--- src/rtl/rformat_exec_ctrl.sv ---
// rformat_exec_ctrl: four-state R-format sequencer (IDLE, READ, EXEC, WB) driving register-file reads and one write-back.
module rformat_exec_ctrl #(
  parameter int DATA_W = 32,
  parameter int ADDR_W = 5
) (
  input  logic              clk,
  input  logic              reset,
  input  logic              instr_valid,
  input  logic [31:0]       instr,
  output logic              instr_ready,
  output logic [ADDR_W-1:0] rs_addr,
  output logic [ADDR_W-1:0] rt_addr,
  input  logic [DATA_W-1:0] rs_data,
  input  logic [DATA_W-1:0] rt_data,
  output logic              wr_en,
  output logic [ADDR_W-1:0] wr_addr,
  output logic [DATA_W-1:0] wr_data,
  output logic              done,
  output logic              error,
  output logic [DATA_W-1:0] result
);
  localparam logic [1:0] IDLE = 2'd0;
  localparam logic [1:0] READ = 2'd1;
  localparam logic [1:0] EXEC = 2'd2;
  localparam logic [1:0] WB   = 2'd3;
  logic [1:0]        state;
  logic [5:0]        op_q;
  logic [5:0]        fn_q;
  logic [4:0]        sh_q;
  logic [ADDR_W-1:0] rd_q;
  logic [DATA_W-1:0] op_a;
  logic [DATA_W-1:0] op_b;
  logic [DATA_W-1:0] sum;
  logic [DATA_W-1:0] diff;
  logic              add_ovf;
  logic              sub_ovf;
  logic [DATA_W-1:0] alu_res;
  logic              alu_err;
  assign instr_ready = (state == IDLE) & ~reset;
  assign sum         = op_a + op_b;
  assign diff        = op_a - op_b;
  assign add_ovf     = (op_a[DATA_W-1] == op_b[DATA_W-1]) && (sum[DATA_W-1] != op_a[DATA_W-1]);
  assign sub_ovf     = (op_a[DATA_W-1] != op_b[DATA_W-1]) && (diff[DATA_W-1] != op_a[DATA_W-1]);
  // Illegal encodings yield a zero result; overflow keeps the wrapped value.
  always_comb begin
    alu_res = '0;
    alu_err = 1'b0;
    case (fn_q)
      6'h20: begin alu_res = sum;  alu_err = add_ovf; end
      6'h21: alu_res = sum;
      6'h22: begin alu_res = diff; alu_err = sub_ovf; end
      6'h23: alu_res = diff;
      6'h24: alu_res = op_a & op_b;
      6'h25: alu_res = op_a | op_b;
      6'h26: alu_res = op_a ^ op_b;
      6'h27: alu_res = ~(op_a | op_b);
      6'h2A: alu_res = {{(DATA_W-1){1'b0}}, $signed(op_a) < $signed(op_b)};
      6'h2B: alu_res = {{(DATA_W-1){1'b0}}, op_a < op_b};
      6'h00: alu_res = op_b << sh_q;
      6'h02: alu_res = op_b >> sh_q;
      6'h03: alu_res = $signed(op_b) >>> sh_q;
      default: alu_err = 1'b1;
    endcase
    if (op_q != 6'd0) begin
      alu_res = '0;
      alu_err = 1'b1;
    end
  end
  always_ff @(posedge clk or posedge reset) begin
    if (reset) begin
      state   <= IDLE;
      op_q    <= '0;
      fn_q    <= '0;
      sh_q    <= '0;
      rd_q    <= '0;
      op_a    <= '0;
      op_b    <= '0;
      rs_addr <= '0;
      rt_addr <= '0;
      wr_addr <= '0;
      wr_data <= '0;
      wr_en   <= 1'b0;
      done    <= 1'b0;
      error   <= 1'b0;
      result  <= '0;
    end else begin
      done  <= 1'b0;
      wr_en <= 1'b0;
      error <= 1'b0;
      case (state)
        IDLE: if (instr_valid) begin
          op_q    <= instr[31:26];
          rs_addr <= instr[25:21];
          rt_addr <= instr[20:16];
          rd_q    <= instr[15:11];
          sh_q    <= instr[10:6];
          fn_q    <= instr[5:0];
          state   <= READ;
        end
        READ: begin
          op_a  <= rs_data;
          op_b  <= rt_data;
          state <= EXEC;
        end
        EXEC: begin
          result  <= alu_res;
          wr_data <= alu_res;
          wr_addr <= rd_q;
          error   <= alu_err;
          wr_en   <= ~alu_err && (rd_q != '0);
          done    <= 1'b1;
          state   <= WB;
        end
        default: state <= IDLE;
      endcase
    end
  end
endmodule

--- config.mk ---
export PLATFORM = sky130hd
export DESIGN_NAME = rformat_exec_ctrl
export DESIGN_NICKNAME = d
export VERILOG_FILES = /design/src/rtl/rformat_exec_ctrl.sv
export SDC_FILE = /design/constraint.sdc
export NUM_CORES = 1
export LEC_CHECK = 0
export BUFFER_PORTS_ARGS = -buffer_cell sky130_fd_sc_hd__buf_2
export CAP_MARGIN = 20
export CORE_MARGIN = 4
export CORE_UTILIZATION = 55
export DETAILED_ROUTE_END_ITERATION = 10
export PLACE_DENSITY = 0.84
export SLEW_MARGIN = 20
export SYNTH_ARGS = -nofsm -noshare
export SYNTH_HDL_FRONTEND = slang
export SYNTH_SLANG_ARGS = --single-unit
--- constraint.sdc ---
create_clock -name clk -period 10.19 [get_ports clk]
set_input_delay 2.038 -clock clk [delete_from_list [all_inputs] [get_ports clk]]
set_output_delay 2.038 -clock clk [all_outputs]
set_load 0.05 [all_outputs]
==> flow_summary.ini <==
[run_status]
outcome = completed

[timing]
period_share = 0.4462
fin_crit_ns = 4.547
rsz0062_at_grt = no
finalHoldViolCount = 0
setup_violations = 0
max_slew.worst_pin.slew_ns = 1.047
setup_ws_ns = 5.643
finClkSkew_ns = 0.01764
timing.final.max_slew_violations = 0
slew_headroom = 0.2976
setup_tns_ns = 0
fmax_ghz = 0.2199

[floorplan]
die_area_um2 = 29150
core-area_um2 = 26060
die_y_um = 170.7
initial_utilization = 0.5590
die_width_um = 170.7
rows = 59
io_pins = 182

[setup_path]
critPathArrivalTime_ns = 2.51
worst-path-buf-inv = 2
cp_slowest_cell = buf_2
reg2reg_depth = 10
cp.depth = 3
path_delay_family = buffers and inverters
crit_fanout = 2
crit_chain = buf_2 > nor2_1 > buf_2
cp.required_ns = 8.15
cp-end-kind = output port
critical_path.most_common_cell = buf_2
critPathMaxStageDelay_ns = 0.26
start_kind = primary input
crit_type = primary input to output port

[final_layout]
layout-area-overhead-vs-synth_pct = 8.718
final_area_um2 = 15840
final_common_cell = buf_2
finalNetCount = 2080
drive_gt1_frac = 0.1902
diodes = 0
final_core_util = 0.6078
final_cell_mix = buf_2, nand2_1, nor2_1, a21oi_1, o21ai_0

[clock_tree]
cts_resized = 0
insertion_delay_ns = 0.45
cts.sinks = 138
ctsRootBufferMaster = clkbuf_16
cts_tree = yes
cts_buffers = 17
clock_path_buffers = 2
holdBufCountCts = 0
clk_pin_slew_ns = 0.07
post_cts.repair.setup_buffers = 0
htreeDepth = 4

[synth]
synth_top_cell_by_area = dfrtp_1
yosysSeqAreaShare = 0.2371
ys_warn_count = 0
synth.area.top_cells = dfrtp_1, ha_1, mux2i_1
ys_ff_latch = 138
syn_inst = 1816
ys_async_sr_fraction = 1.000
avgSynthCellArea_um2 = 8.022
netlist_area_um2 = 14570
netlist.area_leader.share = 0.2371
syn-num-nets = 2027
synth_ff_type = dfrtp_1
synth.distinct_cells = 82
synth_edf_count = 0

[route]
dr_total_vias = 14668
drt_pass1_iterations = 9
drt_iter0_markers = 2046
postRouteAntennaNets = 0
postRouteWirelength_um = 51870
drc = 0
wl_per_cell_um = 23.40
vias_per_cell = 6.616

[placed_design]
post-place-ws_ns = 5.649
portBuffers = 181
placed_area_um2 = 15240
hpwl_um = 38380
place.gp.congestion = 1.036

[grt]
antenna_found_initial = 0
grt_pass1_wl_um = 79750
grt_overflow = 0
grt_pass1_vias = 13798
grt_usage = 0.3495
grt_max_degree = 102

[hold_path]
min_delay_path_depth = 1
hold_class = flip-flop to flip-flop

[flow_run]
cap_violations = 0
## final cells by class
| cell class | instances | area (µm²) |
|---|---|---|
| clock buffers | 17 | 425.4 |
| clock inverters | 15 | 167.7 |
| fillers | 2352 | 10220 |
| inverters | 113 | 429.2 |
| multi-input cells | 1397 | 9866 |
| flip-flops and latches | 138 | 3467 |
| well taps | 335 | 419.2 |
| repair buffers | 202 | 1064 |
## path summary, 6_finish.rpt
kind                           start           to  slack, ns
setup reg to reg             sh_q[0]   result[10]       6.38
min in group asynchronous      reset     op_b[28]       1.71
max in group asynchronous      reset      sh_q[0]       7.11
hold / removal             result[5]    result[5]       0.50
setup / recovery               reset  instr_ready       5.64
hold reg to reg            result[5]    result[5]       0.50
## cells by family (layout without fill, tap and decap cells)
group / count (synthesis) / count (layout) / synth area share
compound gates: 562 / 562 / 0.2470
xor+xnor: 56 / 56 / 0.03367
fa+ha+maj: 112 / 112 / 0.09723
buf+inv: 281 / 347 / 0.08657
flops: 138 / 138 / 0.2371
mux: 172 / 172 / 0.1475
simple gates: 495 / 495 / 0.1510
## metrics by stage
| stage | hold WS [ns] | cells |
|---|---|---|
| 3_3_place_gp | 0.4815 | 2185 |
| 6_report | 0.5043 | 2217 |
| 3_5_place_dp | 0.4925 | 2185 |
| 2_1_floorplan | 0.4803 | 1816 |
| 4_1_cts | 0.5098 | 2217 |
| 5_1_grt | 0.5291 | 2217 |
## routing by layer
metal	wire, µm	vias to the layer above	GRT usage
met5	0	-	0
met4	2186	0	0.1313
met3	5541	178	0.06007
met2	22910	942	0.5390
met1	21240	6962	0.4936
li1	-	6586	-
## state kept, by name, summed over array words and instances, names as in the netlist, 2 cells and up
register / count
fn_q: 6
op_a: 32
op_b: 32
op_q: 6
rd_q: 5
result: 32
rs_addr: 5
rt_addr: 5
sh_q: 5
state: 2
wr_addr: 5
## cells in the mapped netlist, drive strengths merged, types with 8 or more instances
master / count
a211oi: 41
and2: 13
o22ai: 14
o2bb2ai: 10
ha: 110
a21o: 15
mux2: 61
nor4: 12
and3: 8
nor2b: 18
a21oi: 158
nor2: 165
nand3: 31
nor3: 32
o21bai: 9
a31oi: 15
buf: 89
clkbuf: 79
mux4: 28
xnor2: 47
inv: 111
xor2: 9
o31ai: 12
o211ai: 25
a221oi: 17
o21ai: 159
nand2: 177
mux2i: 83
dfrtp: 138
nand2b: 9
a22oi: 15
Power is left out: the tool's default activity adds up to more than one toggle a clock period on the data nets, which glitch-free logic cannot reach.
